`config.mk`:
```
export PLATFORM = sky130hd
export DESIGN_NAME = math_issue_queue
export DESIGN_NICKNAME = d
export VERILOG_FILES = /design/src/rtl/math_iq_pkg.sv /design/src/rtl/math_iq_select.sv /design/src/rtl/math_issue_queue.sv
export SDC_FILE = /design/constraint.sdc
export NUM_CORES = 1
export LEC_CHECK = 0
export ABC_CLOCK_PERIOD_IN_PS = 4150
export CORE_MARGIN = 3
export CORE_UTILIZATION = 33
export CTS_CLUSTER_DIAMETER = 150
export DETAILED_ROUTE_END_ITERATION = 8
export PLACE_DENSITY = 0.5
export SYNTH_ARGS = -nofsm -noshare
export SYNTH_HDL_FRONTEND = slang
export SYNTH_SLANG_ARGS = --single-unit
```
`constraint.sdc`:
```
create_clock -name cpu_clock_i -period 4.15 [get_ports cpu_clock_i]
set_input_delay 1.245 -clock cpu_clock_i [delete_from_list [all_inputs] [get_ports cpu_clock_i]]
set_output_delay 1.245 -clock cpu_clock_i [all_outputs]
set_load 0.01 [all_outputs]
```
`src/rtl/math_iq_pkg.sv`:
```
// Shared widths, entry/issue-word layouts and the issue-word packing helper
// for the math issue queue.
package math_iq_pkg;

  localparam int PREG_W  = 6;
  localparam int ROB_W   = 5;
  localparam int ISSUE_W = 18;

  typedef struct packed {
    logic              valid;
    logic [ROB_W-1:0]  rob;
    logic [PREG_W-1:0] rs1;
    logic              r1;
    logic [PREG_W-1:0] rs2;
    logic              r2;
  } iq_entry_t;

  typedef struct packed {
    logic [PREG_W-1:0] rs2;
    logic [PREG_W-1:0] rs1;
    logic              rsv;
    logic [ROB_W-1:0]  rob;
  } issue_word_t;

  function automatic issue_word_t make_issue_word(input iq_entry_t e);
    issue_word_t w;
    w.rs2 = e.rs2;
    w.rs1 = e.rs1;
    w.rsv = 1'b0;
    w.rob = e.rob;
    return w;
  endfunction

endpackage

```
`src/rtl/math_iq_select.sv`:
```
// Find-first-set over the queue ready vector: the lowest set index is the
// oldest ready entry. Purely combinational.
module math_iq_select #(
  parameter int DEPTH = 8,
  parameter int IDX_W = 3
) (
  input  logic [DEPTH-1:0] i_ready,
  output logic [DEPTH-1:0] o_grant,
  output logic [IDX_W-1:0] o_idx,
  output logic             o_any
);

  logic w_seen;

  always_comb begin
    w_seen  = 1'b0;
    o_grant = '0;
    o_idx   = '0;
    for (int i = 0; i < DEPTH; i++) begin
      o_grant[i] = i_ready[i] & ~w_seen;
      if (o_grant[i]) begin
        o_idx = IDX_W'(i);
      end
      w_seen = w_seen | i_ready[i];
    end
  end

  assign o_any = |i_ready;

endmodule

```
`src/rtl/math_issue_queue.sv`:
```
// Collapsing oldest-first issue queue for the math pipe. Optional stall
// counter port perf_stall_o is built when MATH_IQ_PERF_EN is defined.
module math_issue_queue
  import math_iq_pkg::*;
#(
  parameter int DEPTH    = 8,
  parameter int WK_PORTS = 3
) (
  input  logic                       cpu_clock_i,
  input  logic                       cpu_reset_n_i,
  input  logic                       flush_i,
  input  logic                       enq_valid_i,
  output logic                       enq_ready_o,
  input  logic [ROB_W-1:0]           enq_rob_i,
  input  logic [PREG_W-1:0]          enq_rs1_i,
  input  logic                       enq_rs1_rdy_i,
  input  logic [PREG_W-1:0]          enq_rs2_i,
  input  logic                       enq_rs2_rdy_i,
  input  logic [WK_PORTS-1:0]        wk_valid_i,
  input  logic [PREG_W*WK_PORTS-1:0] wk_preg_i,
  output logic [ISSUE_W-1:0]         issue_data_o,
  output logic                       issue_valid_o
`ifdef MATH_IQ_PERF_EN
  ,
  output logic [31:0]                perf_stall_o
`endif
);

  localparam int CNT_W = $clog2(DEPTH + 1);
  localparam int IDX_W = (DEPTH > 1) ? $clog2(DEPTH) : 1;
  localparam logic [CNT_W-1:0] CNT_ONE  = CNT_W'(1);
  localparam logic [CNT_W-1:0] CNT_FULL = CNT_W'(DEPTH);

  iq_entry_t        r_q [DEPTH];
  iq_entry_t        w_woke [DEPTH];
  iq_entry_t        w_q_next [DEPTH];
  iq_entry_t        w_enq_entry;
  iq_entry_t        w_sel_entry;
  logic [CNT_W-1:0] r_count;
  logic [CNT_W-1:0] w_count_next;
  logic [CNT_W-1:0] w_wr_idx;
  logic             r_enq_ready;
  logic             r_issue_valid;
  issue_word_t      r_issue_data;
  logic [DEPTH-1:0] w_ready;
  logic [DEPTH-1:0] w_grant;
  logic [IDX_W-1:0] w_sel_idx;
  logic             w_sel_any;
  logic             w_enq_fire;

  // Preg 0 is hard-wired ready; otherwise any strobed port naming the preg wakes it.
  function automatic logic f_woken(input logic [PREG_W-1:0]          preg,
                                   input logic [WK_PORTS-1:0]        wk_v,
                                   input logic [PREG_W*WK_PORTS-1:0] wk_p);
    logic hit;
    hit = (preg == '0);
    for (int p = 0; p < WK_PORTS; p++) begin
      if (wk_v[p] && (wk_p[PREG_W*p +: PREG_W] == preg)) begin
        hit = 1'b1;
      end
    end
    return hit;
  endfunction

  genvar gi;
  generate
    for (gi = 0; gi < DEPTH; gi++) begin : g_ready
      assign w_ready[gi] = r_q[gi].valid & r_q[gi].r1 & r_q[gi].r2;
    end
  endgenerate

  math_iq_select #(
    .DEPTH (DEPTH),
    .IDX_W (IDX_W)
  ) u_select (
    .i_ready (w_ready),
    .o_grant (w_grant),
    .o_idx   (w_sel_idx),
    .o_any   (w_sel_any)
  );

  always_comb begin
    w_sel_entry = '0;
    for (int i = 0; i < DEPTH; i++) begin
      if (w_grant[i]) begin
        w_sel_entry = r_q[i];
      end
    end
  end

  assign w_enq_fire = enq_valid_i & r_enq_ready;
  assign w_wr_idx   = w_sel_any ? (r_count - CNT_ONE) : r_count;

  always_comb begin
    w_enq_entry.valid = 1'b1;
    w_enq_entry.rob   = enq_rob_i;
    w_enq_entry.rs1   = enq_rs1_i;
    w_enq_entry.r1    = enq_rs1_rdy_i | f_woken(enq_rs1_i, wk_valid_i, wk_preg_i);
    w_enq_entry.rs2   = enq_rs2_i;
    w_enq_entry.r2    = enq_rs2_rdy_i | f_woken(enq_rs2_i, wk_valid_i, wk_preg_i);
  end

  // Wake, then collapse over the issued slot, then drop the new uop into the first free slot.
  always_comb begin
    for (int i = 0; i < DEPTH; i++) begin
      w_woke[i]    = r_q[i];
      w_woke[i].r1 = r_q[i].r1 | f_woken(r_q[i].rs1, wk_valid_i, wk_preg_i);
      w_woke[i].r2 = r_q[i].r2 | f_woken(r_q[i].rs2, wk_valid_i, wk_preg_i);
    end
    for (int i = 0; i < DEPTH; i++) begin
      w_q_next[i] = w_woke[i];
    end
    if (w_sel_any) begin
      for (int i = 0; i < DEPTH - 1; i++) begin
        if (i >= int'(w_sel_idx)) begin
          w_q_next[i] = w_woke[i+1];
        end
      end
      w_q_next[DEPTH-1] = '0;
    end
    if (w_enq_fire) begin
      for (int i = 0; i < DEPTH; i++) begin
        if (CNT_W'(i) == w_wr_idx) begin
          w_q_next[i] = w_enq_entry;
        end
      end
    end
  end

  always_comb begin
    w_count_next = r_count;
    if (w_enq_fire && !w_sel_any) begin
      w_count_next = r_count + CNT_ONE;
    end else if (!w_enq_fire && w_sel_any) begin
      w_count_next = r_count - CNT_ONE;
    end
  end

  always_ff @(posedge cpu_clock_i) begin
    if (!cpu_reset_n_i) begin
      for (int i = 0; i < DEPTH; i++) begin
        r_q[i] <= '0;
      end
      r_count       <= '0;
      r_enq_ready   <= 1'b1;
      r_issue_valid <= 1'b0;
      r_issue_data  <= '0;
    end else if (flush_i) begin
      for (int i = 0; i < DEPTH; i++) begin
        r_q[i] <= '0;
      end
      r_count       <= '0;
      r_enq_ready   <= 1'b1;
      r_issue_valid <= 1'b0;
    end else begin
      for (int i = 0; i < DEPTH; i++) begin
        r_q[i] <= w_q_next[i];
      end
      r_count       <= w_count_next;
      r_enq_ready   <= (w_count_next != CNT_FULL);
      r_issue_valid <= w_sel_any;
      if (w_sel_any) begin
        r_issue_data <= make_issue_word(w_sel_entry);
      end
    end
  end

  assign enq_ready_o   = r_enq_ready;
  assign issue_valid_o = r_issue_valid;
  assign issue_data_o  = r_issue_data;

`ifdef MATH_IQ_PERF_EN
  logic [31:0] r_perf_stall;

  // Flush deliberately does not clear this: it measures stalls across flushes.
  always_ff @(posedge cpu_clock_i) begin
    if (!cpu_reset_n_i) begin
      r_perf_stall <= '0;
    end else if ((r_count != '0) && !w_sel_any && (r_perf_stall != 32'hFFFF_FFFF)) begin
      r_perf_stall <= r_perf_stall + 32'd1;
    end
  end

  assign perf_stall_o = r_perf_stall;
`endif

endmodule

```
After elaboration in Yosys (flattened, before gate mapping)
Memories as Yosys holds them, arrays and structs flattened. Index checks and enable logic that the tools add are counted.

Memories: 1. Output and inout bits: 20. Word-level logic and storage cells: 343. Input port bits: 44. Flip-flop bits (word level): 23. Bits in writable memories: 160.

Memories: r_q (depth 8, bits a word 20, rd ports 8, clocked after Yosys merged registers in 0, wr ports 8, line math_issue_queue.sv:34) `iq_entry_t r_q [DEPTH];`.

Mux-type cells: 112. Equality and inequality tests: 62. Bitwise operators: 73. Add/subtract/negate cells: 2. Magnitude comparators: 7. Reductions and logical operators: 80.

Operators by type and width (count): 2-to-1 mux 20 bit (31); equality test 6 bit (54); 2-to-1 mux 160 bit (2); 2-to-1 mux 19 bit (8); logical NOT 6 bit (18); 2-to-1 mux 1 bit (62); logical AND 1 bit (56); OR 1 bit (40); AND 1 bit (24); 2-to-1 mux 3 bit (6); equality test 3 x 4 -> 1 bit (first input constant) (4); 2-to-1 mux 4 bit (3); greater-or-equal comparator 3 bit (first input constant) (3); NOT 1 bit (9); equality test 2 x 4 -> 1 bit (first input constant) (2); OR reduction 8 bit (1); greater-or-equal comparator 1 x 3 -> 1 bit (first input constant) (2); greater-or-equal comparator 2 x 3 -> 1 bit (first input constant) (2); adder 4 x 1 -> 4 bit (second input constant) (1); equality test 1 x 4 -> 1 bit (first input constant) (1); logical NOT 4 bit (1); inequality test 4 bit (second input constant) (1); subtractor 4 x 1 -> 4 bit (second input constant) (1); logical NOT 1 bit (2); other kinds (2) (2).

Logic depth before layout (Yosys ltp)
An unclocked memory read counts as a cell.

Depth after elaboration: 18. Mapped depth: 11. Mapped depth without buffers: 8.

Hierarchy
A second synthesis with hierarchy kept.

Cell total of the unflattened synthesis: 1779. Area, all modules: 15528.6 um^2.

By module, submodules not included: math_issue_queue (instances 1, area an instance 15378.5 um^2, sequential area each 5064.9 um^2, cells an instance 1757); math_iq_select (instances 1, area an instance 150.1 um^2, sequential area each 0.0 um^2, cells an instance 22).

Least setup slack after synthesis
Ideal clock, no wire load.

Kind: input -> register. Start: in wk_preg_i[3]. End: mem r_q[1][47] in the netlist's numbering, data pin. Buffers on the path: 2. Setup slack: 1.428 ns. Required time: 3.880 ns. Stages: 8. Arrival: 2.452 ns. Setup time: 0.270 ns. Cell sequence: buf_2 buf_2 xor2_1 nor4_1 nor4_1 o21ai_0 o211ai_1 a21oi_1.

RTL lines: start: declaration (line math_issue_queue.sv:20) `input logic [PREG_W*WK_PORTS-1:0] wk_preg_i,`; end: declaration (line math_issue_queue.sv:34).

==> flow_summary_export.csv <==
group,metric,value,unit
grt,grt_pass1_vias,13000,
clocking,post_cts_buffers,0,
flow_run,maxCapViolations,0,
grt,antenna_found_initial,0,
synth,async_flop_share,0,%
timing,finalClockSkew,0.0126,ns
final_layout,multi_input_area,0.00915,mm²
synth,synth.area.mux_share,3.93,%
floorplanning,ios,64,
timing,hold_viol_final,0,
setup_path,critPathMaxFanout,11,
grt,grt_pass1_wl,86.4,mm
clocking,root_buffer,"clkbuf_16",
synth,synthAdderAreaFrac,0.169,%
grt,grt_max_degree,62,
synth,synth_edf_count,140,
detailed_routing,drtIter0Drc,1259,
final_layout,postLayoutCoreUtil,38.2,%
setup_path,critPathKind,"input pin to flip-flop",
floorplanning,die_w,218,µm
final_layout,num_antenna_cells,0,
outcome,status,"complete, no violations",
setup_path,endpoint_kind,"flip-flop",
power_and_ir_drop,p_leak,5.82,nW
clocking,insertion_delay,0.49,ns
final_layout,final_layout_size_suffix_gt1_share,8.05,%
timing,slew_headroom,28.4,%
clocking,htreeDepth,4,
timing,finalSetupViolCount,0,
floorplanning,start_util,33.4,%
synth,yosys.area_share.simple,19.4,%
clocking,path_clk_slew,0.07,ns
power_and_ir_drop,combinationalPowerShare,22.5,%
synth,ys_types,58,
synth,synth_area,0.0148,mm²
final_layout,syn_to_final_growth,14.2,%
min_path,hp-class,"flip-flop to flip-flop",
setup_path,reg2reg_slack,0.97,ns
final_layout,regArea,0.00506,mm²
timing,timing.final.ws_setup,0.828,ns
synth,synth_warnings,0,
clocking,cts_tree,"built",
place,dp_hpwl,39.3,mm
detailed_routing,drc,0,
synth,synth_top_family_by_area,"simple AND/OR/NAND/NOR gates",
floorplanning,fp.dieH,218,µm
clocking,cts_resized,0,
timing,period_needed,3.32,ns
power_and_ir_drop,power_switching,1.75,mW
detailed_routing,postRouteAntennaNets,0,
floorplanning,core_region_area,0.0443,mm²
power_and_ir_drop,p_int,3.47,mW
floorplanning,die-area,0.0475,mm²
synth,yosysSeqAreaShare,34.2,%
synth,synth_ff_type,"edfxtp_1",
place,io_buffers,62,
setup_path,critical_path_arrival,3.65,ns
timing,rsz0062_at_grt,"no",
place,dp_slack,0.400,ns
clocking,cts_hold_buf,0,
synth,synth_compound_area_share,15.3,%
timing,fmax,301,MHz
detailed_routing,routed_via_density,5.65,
setup_path,crit_path_start_kind,"input pin",
clocking,cts.sinks,183,
synth,syn_avg_cell_area,8.52,µm²
timing,period_share,80.0,%
power_and_ir_drop,ir_drop,0.260,mV
power_and_ir_drop,pwr-share-seq,44.4,%
synth,synth_cells,1740,
floorplanning,rows,77,
power_and_ir_drop,powerDensity,308,mW/mm²
detailed_routing,num_vias,13500,
grt,grt_usage,24.5,%
timing,worst_pin_slew,1.07,ns
power_and_ir_drop,swShare,33.5,%
clocking,clockBufferDepth,2,
final_layout,nFillCells,4546,
detailed_routing,first_pass_iters,6,
timing,tns,0,ns
setup_path,critPathRequiredTime,4.48,ns
grt,overflow,0,
detailed_routing,totalWireLength,58.1,mm
synth,ys_seq_elements,183,
power_and_ir_drop,p_clk_share,33.1,%
detailed_routing,wl_per_cell,24.3,µm
final_layout,nNetsFinal,1834,
timing,drv_slew,0,
clocking,cts_made_buffers,17,
synth,synth_xor_area_share,19.3,%
place,gp_congestion,0.929,
[cell usage after synthesis (35+ instances only)]
master,count,share of area (%)
a211oi_1,35,1.8
a21oi_1,35,1.2
a311oi_1,52,3.1
buf_2,77,2.6
clkbuf_1,135,3.4
dfxtp_1,43,5.8
edfxtp_1,140,28
mux2i_1,57,3.8
nand2_1,227,5.7
nand3_1,57,1.9
nand4_1,78,3.3
nor2_1,143,3.6
nor4_1,55,2.3
o21ai_0,61,2.1
xnor2_1,195,12
xor2_1,131,7.7
[worst max-delay path, cell delays in order]
cell and delay, ns:
clkdlybuf4s50_1 0.99, xnor2_1 0.19, nand4_1 0.12, o41ai_1 0.25
or3_1 0.44, nand2_1 0.20, o21ai_0 0.20
[cells in the final DEF, fill, tap and decap left out, drive strengths merged, types with 12 or more instances in the layout]
| cell type | netlist | routed |
|---|---|---|
| dfxtp | 43 | 43 |
| a211oi | 35 | 35 |
| a311oi | 69 | 69 |
| a22o | 12 | 12 |
| clkbuf | 136 | 18 |
| a221oi | 16 | 16 |
| nor2 | 144 | 144 |
| xor2 | 131 | 131 |
| nand4 | 79 | 79 |
| a21oi | 35 | 35 |
| nor4 | 55 | 55 |
| o21ai | 64 | 64 |
| buf | 114 | 78 |
| nand3 | 63 | 63 |
| edfxtp | 140 | 140 |
| clkdlybuf4s50 | 0 | 62 |
| a22oi | 17 | 17 |
| nor3 | 22 | 22 |
| conb | 2 | 141 |
| xnor2 | 195 | 195 |
| nand2 | 228 | 228 |
| a31oi | 15 | 15 |
| mux2i | 57 | 57 |
[per-stage QoR]
step                std cells  hold WS, ns  power [mW]  instance area, µm²
global placement         2361        0.474        3.50               16300
CTS                      2393        0.493        5.27               16900
floorplan                1879        0.458        3.09               15300
detailed placement       2361        0.474        3.51               16300
finish                   2393        0.489        5.22               16900
global route             2393        0.522        5.44               16900
[final timing paths]
| path | startpoint | endpoint | cells past startpoint |
|---|---|---|---|
| worst max-delay path | enq_rs2_i[3] | r_q[1][60] | 7 |
| worst min-delay path | issue_data_o[4] | issue_data_o[4] | 2 |
| worst max register to register | r_q[0][40] | r_q[0][0] | 8 |
| worst min register to register | issue_data_o[4] | issue_data_o[4] | 2 |
[layer usage]
layer	vias up	global-route usage, %	wire length [µm]
met1	6650	32.0	24700
met2	592	39.1	27000
met4	0	12.1	2400
li1	6163	-	-
met5	-	0	0
met3	110	4.25	4040
[registers in the layout (all words and copies together) (netlist names)]
| register | count |
|---|---|
| enq_ready_o | 1 |
| issue_data_o | 17 |
| r_q | 160 |
| r_count | 4 |
| issue_valid_o | 1 |
[area by class of cell]
class	instances	share of cell area, %
multi-input cells	1441	54.1
flip-flops and latches	183	29.9
repair buffers	140	8.02
well taps	592	4.38
clock buffers	18	2.60
clock inverters	14	0.880
inverters	5	0.111
[power by group through the flow]
stage               clock network (mW)  registers, mW  logic, mW
floorplan                            0           2.16      0.930
global placement                     0           2.35       1.15
detailed placement                   0           2.35       1.16
CTS                               1.79           2.31       1.17
global route                      1.83           2.33       1.28
finish                            1.73           2.32       1.17
[cells by family (layout without fill, tap and decap cells)]
logic type               after synthesis  after routing
AO/OA/AOI/OAI                        299            299
XOR/XNOR                             326            326
adder cells (fa/ha/maj)                2              2
buffers and inverters                255            177
flip-flops                           183            183
multiplexers                          58             58
other                                  2            141
AND/OR/NAND/NOR                      615            615
Power figures use the tool's default switching activity.
==> RTL edit 1: new RTL, same flow settings <==
`DEPTH` is set to 8 in 2 places; all go to 16.
--- a/src/rtl/math_iq_select.sv
+++ b/src/rtl/math_iq_select.sv
@@ -3,3 +3,3 @@
 module math_iq_select #(
-  parameter int DEPTH = 8,
+  parameter int DEPTH = 16,
   parameter int IDX_W = 3
--- a/src/rtl/math_issue_queue.sv
+++ b/src/rtl/math_issue_queue.sv
@@ -5,3 +5,3 @@
 #(
-  parameter int DEPTH    = 8,
+  parameter int DEPTH    = 16,
   parameter int WK_PORTS = 3
Formal check against the unedited RTL: same outputs for any inputs over 4 cycles, from zero or initial values and one cycle with cpu_reset_n_i low; that may be too few to reach the edited logic, so the function may still have changed.
==> RTL edit 1 against the original RTL <==
Setup slack worse by 0.56 ns. Cell count is 110% higher. Largest cell class unchanged. Sequential share of layout area is 1.4 points lower. Total power is 130% higher. Routed wire length grew to 2.5 times the old value. Sequential power is 96% higher. Cell area is 100% higher. Die area is 100% higher. Sequential cell count is 161 higher. Clock skew is 0.013 ns higher. Synthesized area is 100% higher.
==> RTL edit 1: results <==
{
  "status": "complete, no violations",
  "drive_above_1_share_pct": 10.82,
  "critPathMaxStageDelay_ns": 0.64,
  "peakVddDrop_uv": 257.2,
  "p_leak_uw": 0.01240,
  "cts_setup_buffers": 0,
  "synth_common_cells": "547 x nand2_1, 392 x clkbuf_1, 380 x xnor2_1",
  "fin_cells": 4965,
  "htree_num_levels": 2,
  "syn_area_per_cell_um2": 8.264,
  "synth_area_leaders": "edfxtp_1 30%, xnor2_1 11%, nand2_1 6.8%, xor2_1 6.6%, clkbuf_1 4.9%",
  "grt_max_degree": 68,
  "finClkSkew_ns": 0.02509,
  "dp_cells": 4881,
  "drt-vias-per-instance": 6.173,
  "grt_usage_pct": 30.44,
  "yosysSeqAreaShare_pct": 32.88,
  "antenna_found_initial": 4,
  "ff2ff_setup_slack_ns": 0.27,
  "cts_root_buf": "clkbuf_16",
  "final.setup.tns_ns": 0,
  "nets": 3798,
  "largest_reg_flops": 320,
  "tightest_slew_ns": 1.227,
  "dp_hpwl_um": 105400,
  "placed_area_mm2": 0.03327,
  "path_max_fanout": 18,
  "insertion_delay_ns": 0.61,
  "grt_pass1_vias": 28450,
  "slowest_stage": "o21ai_4",
  "numPortBuffers": 62,
  "synth.top_cell.area_share_pct": 29.95,
  "wire_per_inst_um": 29.81,
  "gp_congestion": 0.9758,
  "synth_edf_count": 300,
  "cts_made_buffers": 45,
  "ys_types": 77,
  "clock_path_buffers": 3,
  "grt_pass1_wl_um": 212800,
  "yosysWarnings": 0,
  "drt_iter0_drc": 4283,
  "crit_arrival_ns": 4.38
}
==> RTL edit 1: logic make-up after synthesis <==
| kind of cell | share of synthesized area [%] |
|---|---|
| compound gates | 15.35 |
| xor+xnor | 17.70 |
| fa+ha+maj | 0.08318 |
| buf+inv | 7.171 |
| flops | 32.88 |
| mux | 5.407 |
| other cells | 0.02497 |
| simple gates | 21.38 |
==> RTL edit 1: report_power, final <==
group,internal (uW),switching (uW)
registers,4030,515
logic,1190,2110
clock network,2210,1720
==> RTL edit 1: path summary, 6_finish.rpt <==
path                                  start    endpoint  cells past startpoint
worst max-delay path            r_q[0][119]   r_q[0][0]                     10
worst max register to register  r_q[0][119]   r_q[0][0]                     10
worst min-delay path             r_q[0][14]  r_q[0][14]                      2
worst min register to register   r_q[0][14]  r_q[0][14]                      2
==> RTL edit 1: worst max-delay path, delay by kind of cell (launching register included) <==
family                 cells  cell delay (ns)
AOI/OAI and AO/OA          4             1.22
buffers and inverters      3             0.90
DFF                        1             0.49
and+or+nand+nor            3             1.15
==> RTL edit 1: stage by stage <==
stage | utilization [%] | setup WS, ns | hold WS, ns
global route | 38.45 | 0.1172 | 0.5178
CTS | 38.44 | 0.3744 | 0.4968
global placement | 36.91 | 0.2031 | 0.4821
floorplan | - | 0.6888 | 0.4610
finish | 38.45 | 0.2728 | 0.5001
detailed placement | 36.91 | 0.2080 | 0.4872
==> RTL edit 1: final cells by class <==
cell class	instances	area, um2
multi-input cells	3058	19340
inverters	8	30.03
fillers	9272	55490
flip-flops and latches	344	9889
clock inverters	15	133.9
repair buffers	295	2540
diodes	1	2.502
well taps	1176	1471
clock buffers	68	1252
==> RTL edit 1: routing by layer <==
| layer | wire length, um | global-route usage [%] |
|---|---|---|
| met5 | 13 | 0 |
| met4 | 7647 | 13.23 |
| met1 | 60790 | 42.33 |
| met3 | 16270 | 6.551 |
| met2 | 63260 | 45.39 |
==> RTL edit 2: new RTL, same flow settings <==
Without the edit above. Build with the macro `MATH_IQ_PERF_EN` defined.
--- a/src/rtl/math_issue_queue.sv
+++ b/src/rtl/math_issue_queue.sv
@@ -2,2 +2,4 @@
 // counter port perf_stall_o is built when MATH_IQ_PERF_EN is defined.
+`define MATH_IQ_PERF_EN
+
 module math_issue_queue
Behaviour (old outputs only; new: perf_stall_o): same outputs for any inputs over 4 cycles, from zero or initial values and one cycle with cpu_reset_n_i low; that may be too few to reach the edited logic, so the function may still have changed.
==> RTL edit 2 against the original RTL <==
Setup slack gained 0.13 ns. Critical endpoint is now r_q[0][1]. Fmax grew 4.1%. Highest routed layer is now met5. Sequential power grew 15%. Cell area grew 15%. Synthesized area grew 10%. Sequential share of layout area shrank 0.54 points. Routed wire length grew 14%. Core utilization grew 2.0 points. Non-clock buffer count grew 43. Total power grew 26%. Sequential cell count grew 32.
==> RTL edit 2: results <==
{
  "synth_area_leaders": "edfxtp_1 26%, xnor2_1 10%, dfxtp_1 9.2%, xor2_1 9.1%, mux2i_1 5.0%",
  "drive_above_1_share_pct": 7.129,
  "placed_area_mm2": 0.01842,
  "dp_hpwl_um": 44630,
  "path_delay_family": "simple AND/OR/NAND/NOR gates",
  "cts_made_buffers": 28,
  "p_sw_uw": 2059,
  "slowest_stage": "edfxtp_1",
  "dp_cells": 2638,
  "pre_cts_ws_ns": 0.4578,
  "finClkSkew_ns": 0.03292,
  "antenna_found_initial": 2,
  "dr.pass1.iters": 5,
  "gp_congestion": 0.8768,
  "drt_iter0_drc": 1736,
  "seqPwrFrac_pct": 40.5,
  "numPortBuffers": 94,
  "grt_max_degree": 109,
  "critPathMaxStageDelay_ns": 0.50,
  "nets": 2059,
  "vias": 15260,
  "comb_power_uw": 1270,
  "tightest_slew_ns": 0.9466,
  "seq-power_uw": 2660,
  "crit_arrival_ns": 3.67,
  "syn_area_per_cell_um2": 8.517,
  "yosysSeqAreaShare_pct": 34.91,
  "status": "complete, no violations",
  "grt_pass1_wl_um": 99010,
  "insertion_delay_ns": 0.60,
  "ys_types": 54,
  "wirelength_um": 66170,
  "yosysWarnings": 0,
  "grt_pass1_vias": 14780,
  "path_max_fanout": 37,
  "peakVddDrop_uv": 281.9,
  "grt_usage_pct": 24.61,
  "drt-vias-per-instance": 5.673,
  "htree_num_levels": 1,
  "p_leak_uw": 0.007047,
  "clock_path_buffers": 3,
  "synth_common_cells": "186 x nor2_1, 186 x xnor2_1, 176 x nand2_1"
}
RTL edit 2: cell types whose count changed in the layout (fill, tap and decap cells not counted), sizes merged, moves of 23 or more:
cell	change
xor2	+38
nand2	-51
clkbuf	+23
dfxtp	+32
and2	+26
nor2	+42
a211oi	+26
mux2i	+25
clkdlybuf4s50	+32
a21oi	+38
RTL edit 2: kinds of logic (layout without fill, tap and decap cells):
logic type | after synthesis | after routing | synth area share (%)
muxes | 82 | 82 | 5.022
other | 2 | 141 | 0.04595
AOI/OAI and AO/OA | 355 | 355 | 15.56
and+or+nand+nor | 644 | 644 | 18.72
adders and majority gates | 3 | 3 | 0.2297
DFF | 215 | 215 | 34.91
buffers and inverters | 263 | 239 | 6.492
xor gates and xnor gates | 355 | 355 | 19.02
RTL edit 2: routing by layer:
layer	global-route usage [%]	vias up	wire [um]
met5	0	-	13
met4	7.182	2	1982
met3	4.038	131	4935
met2	39.13	637	29790
met1	34.39	7599	29440
li1	-	6891	-
RTL edit 2: final cells by class:
| type | count | area (um2) |
|---|---|---|
| fill | 4820 | 28930 |
| multi-input combinational | 1580 | 10120 |
| sequential | 215 | 5705 |
| timing repair buffer | 183 | 1759 |
| clock buffer | 41 | 832.0 |
| tap | 656 | 820.8 |
| clock inverter | 11 | 161.4 |
| inverter | 4 | 15.01 |
RTL edit 2: final timing paths:
path / start / end / slack (ns) / cells past startpoint
hold reg to reg: issue_data_o[7] / issue_data_o[7] / 0.46 / 2
hold / removal: issue_data_o[7] / issue_data_o[7] / 0.46 / 2
setup reg to reg: r_q[0][60] / r_q[0][1] / 0.96 / 9
setup / recovery: r_q[0][60] / r_q[0][1] / 0.96 / 9
